File: src/rtl/conv_stream_engine.sv
// conv_stream_engine: streaming valid-mode KxK 2D convolution, one MAC per cycle, over an external sync image RAM
//   clk, rst                      clock, asynchronous active-high reset
//   start                         frame start pulse (honoured in IDLE only)
//   k_wr_en, k_wr_idx, k_wr_data  kernel tap write port (honoured in IDLE only)
//   bias                          signed accumulator preload, latched at start
//   img_rd_en, img_addr, img_data image RAM read port (data one cycle after strobe)
//   out_valid, out_ready          result handshake
//   out_data, out_addr            result value and output-map address
//   busy, done                    frame in progress / end-of-frame pulse
module conv_stream_engine #(
   parameter int H      = 28,
   parameter int W      = 28,
   parameter int K      = 3,
   parameter int DW     = 8,
   parameter int KW     = 8,
   parameter int ACCW   = 32,
   parameter int STRIDE = 1,
   parameter int RELU   = 0,
   localparam int OH    = (H - K) / STRIDE + 1,
   localparam int OW    = (W - K) / STRIDE + 1,
   localparam int AW    = (H * W > 1) ? $clog2(H * W) : 1,
   localparam int OAW   = (OH * OW > 1) ? $clog2(OH * OW) : 1,
   localparam int TW    = (K * K > 1) ? $clog2(K * K) : 1
) (
   input  logic                   clk,
   input  logic                   rst,
   input  logic                   start,
   input  logic                   k_wr_en,
   input  logic [TW-1:0]          k_wr_idx,
   input  logic signed [KW-1:0]   k_wr_data,
   input  logic signed [ACCW-1:0] bias,
   output logic                   img_rd_en,
   output logic [AW-1:0]          img_addr,
   input  logic [DW-1:0]          img_data,
   output logic                   out_valid,
   input  logic                   out_ready,
   output logic signed [ACCW-1:0] out_data,
   output logic [OAW-1:0]         out_addr,
   output logic                   busy,
   output logic                   done
);
   localparam int NT = K * K;
   localparam int CW = (K > 1) ? $clog2(K) : 1;
   typedef enum logic [2:0] {IDLE, FETCH, DRAIN, OUT, DONE} state_t;
   state_t state, state_nx;
   logic [TW-1:0] t, pt;
   logic [CW-1:0] r, c;
   logic [OAW-1:0] oi, oj;
   logic signed [ACCW-1:0] acc, bias_q;
   logic signed [KW-1:0] kern [NT];
   logic signed [DW+KW:0] prod;
   logic [31:0] addr_full, oaddr_full;
   logic last_tap, last_win, row_end;
   assign last_tap   = t == TW'(NT - 1);
   assign last_win   = oi == OAW'(OH - 1) && oj == OAW'(OW - 1);
   assign row_end    = c == CW'(K - 1);
   // pt trails t by one cycle, matching the one-cycle RAM read latency
   assign prod       = $signed({1'b0, img_data}) * kern[pt];
   assign addr_full  = (32'(oi) * STRIDE + 32'(r)) * W + 32'(oj) * STRIDE + 32'(c);
   assign oaddr_full = 32'(oi) * OW + 32'(oj);
   assign img_addr   = img_rd_en ? addr_full[AW-1:0] : '0;
   assign out_addr   = oaddr_full[OAW-1:0];
   assign out_data   = (RELU != 0 && acc[ACCW-1]) ? '0 : acc;
   always_ff @(posedge clk or posedge rst) begin
      if (rst) state <= IDLE;
      else state <= state_nx;
   end
   always_comb begin
      state_nx  = state;
      img_rd_en = 1'b0;
      out_valid = 1'b0;
      busy      = 1'b1;
      done      = 1'b0;
      case (state)
         IDLE: begin
            busy = 1'b0;
            if (start) state_nx = FETCH;
         end
         FETCH: begin
            img_rd_en = 1'b1;
            if (last_tap) state_nx = DRAIN;
         end
         DRAIN: state_nx = OUT;
         OUT: begin
            out_valid = 1'b1;
            if (out_ready) state_nx = last_win ? DONE : FETCH;
         end
         DONE: begin
            done     = 1'b1;
            state_nx = IDLE;
         end
         default: state_nx = IDLE;
      endcase
   end
   always_ff @(posedge clk or posedge rst) begin
      if (rst) begin
         t      <= '0;
         pt     <= '0;
         r      <= '0;
         c      <= '0;
         oi     <= '0;
         oj     <= '0;
         acc    <= '0;
         bias_q <= '0;
         for (int i = 0; i < NT; i++) kern[i] <= '0;
      end else begin
         if (state == IDLE && k_wr_en && int'(k_wr_idx) < NT) kern[k_wr_idx] <= k_wr_data;
         if (state == IDLE && start) begin
            bias_q <= bias;
            oi     <= '0;
            oj     <= '0;
            t      <= '0;
            r      <= '0;
            c      <= '0;
         end
         if (state == FETCH) begin
            pt  <= t;
            t   <= last_tap ? '0 : t + TW'(1);
            c   <= row_end ? '0 : c + CW'(1);
            r   <= row_end ? (last_tap ? '0 : r + CW'(1)) : r;
            // first fetch cycle has no data back yet, so it seeds the bias instead
            acc <= (t == '0) ? bias_q : acc + ACCW'(prod);
         end
         if (state == DRAIN) acc <= acc + ACCW'(prod);
         if (state == OUT && out_ready && !last_win) begin
            oj <= (oj == OAW'(OW - 1)) ? '0 : oj + OAW'(1);
            oi <= (oj == OAW'(OW - 1)) ? oi + OAW'(1) : oi;
         end
      end
   end
endmodule

File: config.mk
export PLATFORM = sky130hd
export DESIGN_NAME = conv_stream_engine
export DESIGN_NICKNAME = d
export VERILOG_FILES = /design/src/rtl/conv_stream_engine.sv
export SDC_FILE = /design/constraint.sdc
export NUM_CORES = 1
export LEC_CHECK = 0
export CAP_MARGIN = 20
export CORE_MARGIN = 4
export CORE_UTILIZATION = 37
export DETAILED_ROUTE_END_ITERATION = 6
export GPL_TIMING_DRIVEN = 0
export RECOVER_POWER = 25
export SETUP_SLACK_MARGIN = 0.4
export SYNTH_ARGS = -nofsm -noshare
export SYNTH_HDL_FRONTEND = slang
export SYNTH_SLANG_ARGS = --single-unit
File: constraint.sdc
create_clock -name clk -period 16.8 [get_ports clk]
set_input_delay 1.68 -clock clk [delete_from_list [all_inputs] [get_ports clk]]
set_output_delay 1.68 -clock clk [all_outputs]
set_load 0.03 [all_outputs]
== Word-level counts from Yosys, hierarchy flattened ==
Cells that the tools add are included.

* Bits in registers: 171
* Input bits: 57
* Output and inout bits: 56
* Word-level logic and storage cells: 99

* Add/sub/neg operators: 10
* Multipliers: 3
* Order comparisons: 4
* Eq/ne operators: 13
* Muxes and demuxes: 33
* Bitwise operators: 2
* Reduce and logical (&&, ||, !) cells: 16

{| class="wikitable"
|+ Operator list
! kind !! count
|-
| 2-to-1 mux 32 bit || 3
|-
| bitwise mux 72 bit || 1
|-
| 2-to-1 mux 10 bit || 6
|-
| adder 32 x 17 -> 32 bit || 1
|-
| binary-select mux 8 bit (select 4 bit) || 1
|-
| demux 8 bit (select 4 bit) || 1
|-
| 2-to-1 mux 8 bit || 3
|-
| adder 10 x 1 -> 10 bit, second input constant || 2
|-
| adder 10 bit || 2
|-
| equality test 10 x 5 -> 1 bit, second input constant || 2
|-
| multiplier 9 x 8 -> 17 bit || 1
|-
| 2-to-1 mux 2 bit || 6
|-
| 2-to-1 mux 3 bit || 4
|-
| 2-to-1 mux 4 bit || 3
|-
| one-hot mux 3 bit (4 select lines) || 1
|-
| adder 10 x 2 -> 11 bit || 1
|-
| multiplier 11 x 3 -> 8 bit, second input constant || 1
|-
| adder 10 x 2 -> 10 bit || 1
|-
| greater-or-equal comparator 5 bit, second input constant || 2
|-
| multiplier 10 x 4 -> 9 bit, second input constant || 1
|-
| inequality test 2 bit, second input constant || 5
|-
| inverter 4 -> 5 bit || 2
|-
| logical AND 1 bit || 7
|-
| equality test 3 x 2 -> 1 bit, second input constant || 2
|-
| 15 further kinds || 22
|}

== Logic depth before layout (Yosys ltp) ==
Gate-level depths: netlist (run 1).

* Word-level depth: 9
* Gate-level depth with buffers: 25

== Worst setup path after synthesis (run 1) ==
Ideal clock, no wire load.

* Path kind: input to register
* Start point: in img_data[0]
* End point: reg acc[31], in the netlist out_data[31]
* Library setup time: 126 ps
* Data arrival time: 6349 ps
* Required time: 16674 ps
* Setup slack: 10325 ps
* Stages on the path: 16
* Buffers on the path: 0
* Path through: or2_2 -> fa_1 -> fa_1 -> inv_1 -> fa_1 -> fa_1 -> fa_1 -> ha_1 -> a21oi_1 -> o21ai_0 -> o211ai_1 -> nand4_1 -> a41oi_1 -> a31oi_1 -> mux2i_1 -> a221o_1

* Longest elaborated chain between the ends: 5

{| class="wikitable"
|+ Ends and longest elaborated chain
! what !! line !! text
|-
| start: declaration || 34 || <nowiki>input logic [DW-1:0] img_data,</nowiki>
|-
| multiplier 9 x 8 -> 17 bit * || 58 || <nowiki>assign prod = $signed({1'b0, img_data}) * kern[pt];</nowiki>
|-
| adder 32 x 17 -> 32 bit * || 122, 124 ||
|-
| 2-to-1 mux 32 bit || 122 || <nowiki>acc <= (t == '0) ? bias_q : acc + ACCW'(prod);</nowiki>
|-
| 2-to-1 mux 32 bit || 116 || <nowiki>if (state == FETCH) begin</nowiki>
|-
| 2-to-1 mux 32 bit * || 124 || <nowiki>if (state == DRAIN) acc <= acc + ACCW'(prod);</nowiki>
|-
| end signal: assignment || 122 ||
|-
| end signal: assignment || 124 ||
|-
| end: declaration || 49 || <nowiki>logic signed [ACCW-1:0] acc, bias_q;</nowiki>
|}

Mark *: on every way between the ends. The rest lies on a longest branch, timed or not. The select of a mux whose other input is x is not followed.
A chain may end at the register's enable or synchronous reset.

==> results of run 1 <==
-- state kept, by name, indices dropped and copies added (netlist names) --
name / cells
bias_q: 32
oj: 10
kern: 72
oi: 10
out_data: 32
r: 2
pt: 4
t: 4
c: 2
state: 3
-- metal layers --
layer	up-vias	global-route usage	share of wire
li1	4856	-	-
met1	4952	0.235	0.45
met2	124	0.307	0.49
met3	40	0.0359	0.036
met4	0	0.0502	0.021
met5	-	0	0
-- cell type report --
cell class / instances / area (um^2)
sequential: 171 / 4280
antenna: 1 / 2.50
tap: 461 / 577
inverter: 130 / 489
multi-input combinational: 1010 / 8440
timing repair buffer: 112 / 1110
clock buffer: 17 / 425
clock inverter: 13 / 143
fill: 3416 / 20000
buffer: 38 / 164
-- stage by stage --
step | hold slack [ps] | std cells
after global placement | 465 | 1920
after floorplan | 440 | 1349
after CTS | 483 | 1951
after global routing | 497 | 1953
after detailed placement | 463 | 1921
final | 479 | 1953
-- final timing paths --
check / start / endpoint / cells past startpoint
worst max-delay path: rst / out_data[4] / 3
worst min-delay path: bias_q[20] / bias_q[20] / 2
worst max register to register: pt[1] / out_data[31] / 22
worst min register to register: bias_q[20] / bias_q[20] / 2
max in group clk: pt[1] / out_data[31] / 22
min in group asynchronous: rst / oi[5] / 2
-- cell families (layout without fill, tap and decap cells) --
| kind of cell | after synthesis | after routing | synth area share |
|---|---|---|---|
| AND/OR/NAND/NOR | 424 | 424 | 0.152 |
| adder cells (fa/ha/maj) | 219 | 219 | 0.242 |
| AO/OA/AOI/OAI | 195 | 195 | 0.0920 |
| flip-flops | 171 | 171 | 0.320 |
| buffers and inverters | 168 | 310 | 0.0490 |
| multiplexers | 104 | 104 | 0.101 |
| XOR/XNOR | 68 | 68 | 0.0445 |
| other | 0 | 1 | 0 |
-- worst max-delay path, cell delays in order --
cell           delay (ps)
dlygate4sd3_1         540
clkinvlp_2           2200
clkbuf_1             3510
-- cells in the mapped netlist, drive strengths merged (3+ instances only) --
| cell | instances | area (um^2) |
|---|---|---|
| o21ai | 57 | 285 |
| a21oi | 52 | 283 |
| mux2 | 74 | 833 |
| a31oi | 17 | 106 |
| a21o | 20 | 150 |
| nand2b | 7 | 43.8 |
| a41oi | 3 | 33.8 |
| clkbuf | 24 | 90.1 |
| nor3 | 14 | 108 |
| nor2b | 9 | 56.3 |
| or3 | 3 | 18.8 |
| o21bai | 9 | 78.8 |
| mux4 | 16 | 379 |
| xnor2 | 48 | 420 |
| buf | 14 | 77.6 |
| inv | 129 | 484 |
| and2 | 40 | 250 |
| a211oi | 7 | 52.6 |
| and4 | 3 | 26.3 |
| nor4b | 4 | 47.6 |
| nand2 | 204 | 768 |
| fa | 66 | 1320 |
| o211ai | 5 | 37.5 |
| nand4 | 7 | 43.8 |
| mux2i | 14 | 140 |
| nand3 | 19 | 95.1 |
| ha | 153 | 1910 |
| nor2 | 83 | 314 |
| nand3b | 4 | 30.0 |
| xor2 | 20 | 175 |
| and3 | 7 | 43.8 |
| dfrtp | 171 | 4280 |
| a22oi | 5 | 37.5 |
| nor3b | 9 | 90.1 |
| o21a | 6 | 45.0 |
==> impl_results.md, run 1 <==
- DRT Pass-1 Iters: 5
- Initial core utilization: 0.375
- Clock sinks: 171
- Failing checks: max-capacitance violations, max-slew violations
- Root buffer cell: clkbuf_16
- Vias per inst: 5.11
- RSZ-0062 raised after global routing: no
- Setup Buffers After CTS: 0
- Die H: ~200 um
- Most frequent cells in the layout: nand2_1 (203), dfrtp_1 (171), ha_1 (153)
- Die outline area: 0.0393 mm^2
- Row cnt: 69
- Hold Fails Final Rpt: 0
- CTS Buffer Depth: 2
- CP required: 16,200 ps
- Routed length per placed instance: 17.6 um
- R2R setup slack: roughly 9400 ps
- Clk_lat worst skew: 440 ps
- Status: complete, but fails checks
- Placeable Area: 0.0357 mm^2
- #FFs+latches synth: 171
- Tmin final: 8640 ps
- Yosys cell types: 70
- Register area share after synthesis: 0.320
- Syn. warnings: 0
- Netlist Area Pre-Place: roughly 0.013 mm^2
- Commonest non-fill, non-tap cell in the layout: nand2_1
- Vias in the first global route: between 10,000 and 15,000
- DP Area: around 0.015 mm^2
- Total global routing overflow: 0
- Initial antenna violation count: 2
- Worst Setup End Kind: async pin
- Layout Nets: 1,756
- Crit Path Max Fanout: 87
- Finished Cell Area: 0.0156 mm^2
- Worst Setup Slack, final: 8160 ps
- Asr flop ratio synth: 1.00
- Final worst path period share: 0.515
- Final ANT Viol Nets: 0
- Max Transition Viols Final: roughly 170
- Most used DFF post-synth: dfrtp_1
- # setup viols final: 0
- Mapped Cells: 1,349
- Tot GR Track Use: 0.180
- Resized Gates After CTS: 0
- IO Port Bufs: 110
- First-pass GRT wire length: 56,000 um
- Layout cell share with drive strength beyond 1: 0.0986
- Hold WC Path Type: register to register
- Die X: 198 um
- # Max-Cap Violations: 2
- Critical path class: input port to async pin
- Clock skew: 11.2 ps
- Worst slew pin tran: around 4800 ps
- Setup TNS: 0 ps
- CP startpoint kind: input port
- Vias: 9,972
- Mean post-synth cell area: about 9.9 um^2
- Initial drt markers: 466
- Total CTS buffers: 17
- Number of synthesized flops with an enable pin: 0
- WL final: 34,400 um
- Critical Path AT: 8040 ps
- Hold_buf cts: 0
- Final RePlAce weighted congestion: 0.888
- Worst slew margin: -2.23
- Fmax: 116 MHz
- Reg clk slew, reported paths: 70 ps
- CTS tree: yes
- DP Wirelength: roughly 27,000 um
- Area growth, synth to finish: 16.9%
- Worst setup slack after placement: 9190 ps
- Htree depth: 4
- Largest net degree at the start of global routing: 88
- IO Pins: 113
- Syn Nets: 1,625
- DRC errors left: 0
- Finished Core Util: 0.439
Power of run 1 is left out: the tool's default activity adds up to more than one toggle a clock period on the data nets, which glitch-free logic cannot reach.
==> inputs of run 2 (changes only) <==
Clock period 16.8 ns to 8.5 ns, I/O delays scaled along.
==> impl_results.md, run 2 (same netlist as run 1, synthesis figures left out) <==
- CP startpoint kind: register
- Die X: 198 um (unchanged)
- Critical path class: register to register
- Biggest register: kern
- Crit Path Max Fanout: 10 (-89%)
- DRT Pass-1 Iters: 5 (unchanged)
- WL final: 34,400 um (about the same)
- Layout Cells excl Fill: 1,953 (unchanged)
- Final RePlAce weighted congestion: 0.888 (unchanged)
- Layout cell share with drive strength beyond 1: 0.0999 (+0.00134)
- First-pass GRT wire length: 56,000 um (unchanged)
- Met2 wire length: 16,800 um (about the same)
- Area growth, synth to finish: 16.9% (about the same)
- Max Transition Viols Final: 174 (unchanged)
- Row cnt: 69 (unchanged)
- CTS tree: yes
- Initial core utilization: 0.375 (unchanged)
- Routed length per placed instance: 17.6 um (about the same)
- Hold_buf cts: 0 (unchanged)
- Failing checks: max-capacitance violations, max-slew violations
- DP Wirelength: 26,800 um (unchanged)
- Status: complete, but fails checks
- Die H: 198 um (unchanged)
- Placeable Area: 0.0357 mm^2 (unchanged)
- Root buffer cell: clkbuf_16
- Finished Core Util: 0.439 (about the same)
- Tmin final: 7390 ps
- Hold WC Path Type: register to register
- Worst Setup Slack, final: 1110 ps (-7050 ps)
- Metal-1 WL: 15,500 um (-0.97%)
- Filler cells: 3,414 (-0.059%)
- DRC errors left: 0 (unchanged)
- R2R setup slack: 1110 ps (-8320 ps)
- IO Port Bufs: 110 (unchanged)
- Total global routing overflow: 0 (unchanged)
- Resized Gates After CTS: 0 (unchanged)
- Initial drt markers: 464 (-0.43%)
- Worst slew pin tran: 3890 ps (-946 ps)
- Vias: 9,938 (-0.34%)
- Setup Buffers After CTS: 0 (unchanged)
- # Max-Cap Violations: 2 (unchanged)
- Final ANT Viol Nets: 0 (unchanged)
- Hold Fails Final Rpt: 0 (unchanged)
- Worst Setup End Kind: register
- Tot GR Track Use: 0.180 (unchanged)
- Worst slew margin: -1.61 (+0.616)
- Vias in the first global route: 10,300 (unchanged)
- Vias per inst: 5.09 (-0.34%)
- Critical Path AT: 7730 ps (-310 ps)
- Largest net degree at the start of global routing: 88 (unchanged)
- CP required: 8830 ps (-7370 ps)
- Commonest non-fill, non-tap cell in the layout: nand2_1
- Total CTS buffers: 17 (unchanged)
- Max reg flops: 72 (unchanged)
- Most frequent cells in the layout: nand2_1 (203), dfrtp_1 (171), ha_1 (153)
- RSZ-0062 raised after global routing: no
- Htree depth: 4 (unchanged)
- IO Pins: 113 (unchanged)
- Fmax: 135 MHz
- CTS Buffer Depth: 2 (unchanged)
- Reg clk slew, reported paths: 70 ps (about the same)
- Cells after DPL: 1,921 (unchanged)
- Final worst path period share: 0.870
- Top Layer Used: met4
- Initial antenna violation count: 2 (unchanged)
- Die outline area: 0.0393 mm^2 (unchanged)
- # setup viols final: 0 (unchanged)
- Clock sinks: 171 (unchanged)
- Worst setup slack after placement: 962 ps (-8230 ps)
- WL met3: 1440 um (+15%)
- Clk_lat worst skew: 440 ps (about the same)
- Clock skew: 10.5 ps (-0.694 ps)
- Setup TNS: 0 ps (unchanged)
- Layout Nets: 1,756 (unchanged)
[run 2: metal layers]
metal  global-route usage  vias to the layer above
met5                    0                        -
met4               0.0502                        0
met3               0.0359                       40
met2                0.307                      145
met1                0.235                     4898
li1                     -                     4855
[run 2: final cells by class]
type / count / area, um^2 / area share
diodes: 1 / 2.50 / 0.000160
multi-input cells: 1010 / 8440 / 0.540
plain buffers: 38 / 168 / 0.0107
well taps: 461 / 577 / 0.0369
repair buffers: 112 / 1110 / 0.0712
inverters: 130 / 489 / 0.0313
clock buffers: 17 / 425 / 0.0272
flip-flops and latches: 171 / 4280 / 0.274
clock inverters: 13 / 143 / 0.00912
[run 2: metrics by stage]
stage	hold slack [ps]	area (um^2)
2_1_floorplan	440	13400
3_3_place_gp	465	15100
3_5_place_dp	463	15100
4_1_cts	483	15700
5_1_grt	497	15600
6_report	479	15600
[run 2: final timing paths]
kind / startpoint / end / cells past startpoint
max in group asynchronous: rst / out_data[4] / 3
worst min-delay path: bias_q[20] / bias_q[20] / 2
min in group asynchronous: rst / oi[5] / 2
worst max register to register: pt[1] / out_data[31] / 22
worst min register to register: bias_q[20] / bias_q[20] / 2
worst max-delay path: pt[1] / out_data[31] / 22
[run 2: critical path, stage by stage, from the launching register on]
cell and delay [ps]:
dfrtp_1 320, buf_2 240, clkbuf_1 550, mux4_2 330, mux2i_1 60, o21ai_0 820, and2_1 260, fa_1 420
inv_1 80, fa_1 410, inv_1 90, fa_1 410, fa_1 570, fa_1 420, ha_1 370, a21oi_1 200
o21ai_0 190, o211ai_1 330, nand4_1 180, a41oi_1 420, a31oi_1 170, mux2i_1 160, a221o_1 270
Power of run 2 is left out for the same reason.
==> inputs of run 3 (changes only) <==
Settings changed: CORE_UTILIZATION 37 to 44, CTS_BUF_LIST from default to sky130_fd_sc_hd__clkbuf_8, GPL_TIMING_DRIVEN 0 to 1.
==> impl_results.md, run 3 (same netlist as run 1, synthesis figures left out) <==
- Status: complete, but fails checks
- Failing checks: max-capacitance violations, max-slew violations
- Hold Fails Final Rpt: 0 (unchanged)
- Largest net degree at the start of global routing: 99 (+13%)
- Clock sinks: 171 (unchanged)
- Vias per inst: 5.25 (+3.2%)
- Initial antenna violation count: 0 (-2)
- Total global routing overflow: 0 (unchanged)
- Clock skew: 13.4 ps (+2.84 ps)
- Die H: 182 um (-8.0%)
- Critical path's slowest cell: dfrtp_1
- First-pass GRT wire length: 53,300 um (-4.7%)
- Critical Path AT: 7620 ps (-110 ps)
- Final ANT Viol Nets: 0 (unchanged)
- IO Port Bufs: 112 (+1.8%)
- Clk_lat worst skew: 480 ps (+40 ps)
- CTS tree: yes
- Root buffer cell: clkbuf_8
- WL final: 32,400 um (-5.9%)
- Most frequent cells in the layout: nand2_1 (203), dfrtp_1 (171), ha_1 (153)
- Layout Nets: 1,724 (-1.8%)
- Tmin final: 7250 ps (-141 ps)
- Row cnt: 63 (-8.7%)
- Setup Buffers After CTS: 0 (unchanged)
- Hold WC Path Type: register to register
- Vias in the first global route: 9,959 (-3.2%)
- Tot GR Track Use: 0.200 (+0.0193)
- Max Transition Viols Final: 99 (-43%)
- RSZ-0062 raised after global routing: no
- Critical path class: register to register
- CP Cell Sequence: mux4_1 -> mux2i_1 -> o21ai_0 -> and2_1 -> fa_1 -> inv_1 -> fa_1 -> inv_1 -> fa_1 -> fa_1 -> fa_1 -> ha_1 -> a21oi_1 -> o21ai_0 -> o211ai_1 -> nand4_1 -> a41oi_1 -> a31oi_1 -> mux2i_1 -> a221o_1
- Reg clk slew, reported paths: 90 ps (+20 ps)
- Htree depth: 4 (unchanged)
- Cell mode on critical path: fa_1
- Initial core utilization: 0.449 (+0.0738)
- Worst slew margin: -2.03 (-0.417)
- CTS Buffer Depth: 2 (unchanged)
- CP delay by family, top: adder cells
- Vias: 9,722 (-2.2%)
- Worst slew pin tran: 4520 ps (+623 ps)
- IO Pins: 113 (unchanged)
- Die outline area: 0.0333 mm^2 (-15%)
- Max reg flops: 72 (unchanged)
- # setup viols final: 0 (unchanged)
- Setup TNS: 0 ps (unchanged)
- DRC errors left: 0 (unchanged)
- Area growth, synth to finish: 14.3%
- # Max-Cap Violations: 1 (-1)
- # diodes: 0 (-1)
- Crit Path Max Fanout: 18 (+8)
- Die X: 182 um (-8.0%)
- DRT Pass-1 Iters: 4 (-1)
- Worst Setup End Kind: register
- Final worst path period share: 0.853 (-0.0166)
- CP required: 8870 ps (+40 ps)
- CP startpoint kind: register
- DP Wirelength: 24,800 um (-7.5%)
- Total CTS buffers: 17 (unchanged)
- Resized Gates After CTS: 0 (unchanged)
- Biggest register: kern
- Commonest non-fill, non-tap cell in the layout: nand2_1
- Buf+Inv Stages, Crit Path: 2 (-2)
- Initial drt markers: 470 (+1.3%)
- Placeable Area: 0.0298 mm^2 (-16%)
- Routed length per placed instance: 17.5 um (-0.74%)
- Layout cell share with drive strength beyond 1: 0.101 (+0.000683)
- Final RePlAce weighted congestion: 0.847 (-4.6%)
- Hold_buf cts: 0 (unchanged)
- Fmax: 138 MHz (+1.9%)
- CP peak stage delay: 1040 ps (+220 ps)
[run 3: cell count changes in the layout (fill, tap and decap cells not counted), moves of 2 or more]
cell,change
clkbuf_8,+19
buf_4,+4
clkdlybuf4s50_1,+2
clkinv_4,-3
buf_2,-8
buf_1,-2
clkbuf_16,-17
clkbuf_1,-25
inv_6,+3
[run 3: worst paths after layout]
kind	from	endpoint	slack [ps]	cells after the start
max	pt[0]	out_data[31]	1250	20
min	bias_q[23]	bias_q[23]	480	2
max reg2reg	pt[0]	out_data[31]	1250	20
min reg2reg	bias_q[23]	bias_q[23]	480	2
max in group asynchronous	rst	kern[67]	3960	3
min in group asynchronous	rst	bias_q[27]	2200	2
[run 3: cell type report]
type | instances | area (um^2)
inverters | 130 | 489
multi-input cells | 1010 | 8450
fillers | 2774 | 14500
flip-flops and latches | 171 | 4280
well taps | 390 | 488
clock inverters | 13 | 151
repair buffers | 118 | 1170
clock buffers | 19 | 262
[run 3: through the flow]
step           hold slack [ps]  instances  utilization  setup WS, ps  cell area [um^2]
3_5_place_dp               463       1819        0.499          1190             14900
6_report                   483       1851        0.513          1250             15300
4_1_cts                    489       1851        0.513          1180             15300
2_1_floorplan              440       1349            -          2240             13400
3_3_place_gp               458       1819        0.499          1320             14900
5_1_grt                    515       1851        0.513           692             15300
[run 3: worst register-to-register path: cells and delay by family, from the launching register on]
| family | cells | cell delay, ps |
|---|---|---|
| AO/OA/AOI/OAI | 7 | 1740 |
| adder cells (fa/ha/maj) | 6 | 2880 |
| buffers and inverters | 2 | 100 |
| flip-flops | 1 | 1040 |
| multiplexers | 3 | 940 |
| AND/OR/NAND/NOR | 2 | 460 |
[run 3: metal layers]
metal / share of wire / global-route usage / wire length [um]
met5: 0 / 0 / 0
met4: 0.013 / 0.0429 / 432
met3: 0.030 / 0.0273 / 969
met2: 0.48 / 0.332 / 15500
met1: 0.48 / 0.281 / 15500
Power of run 3 is left out for the same reason.
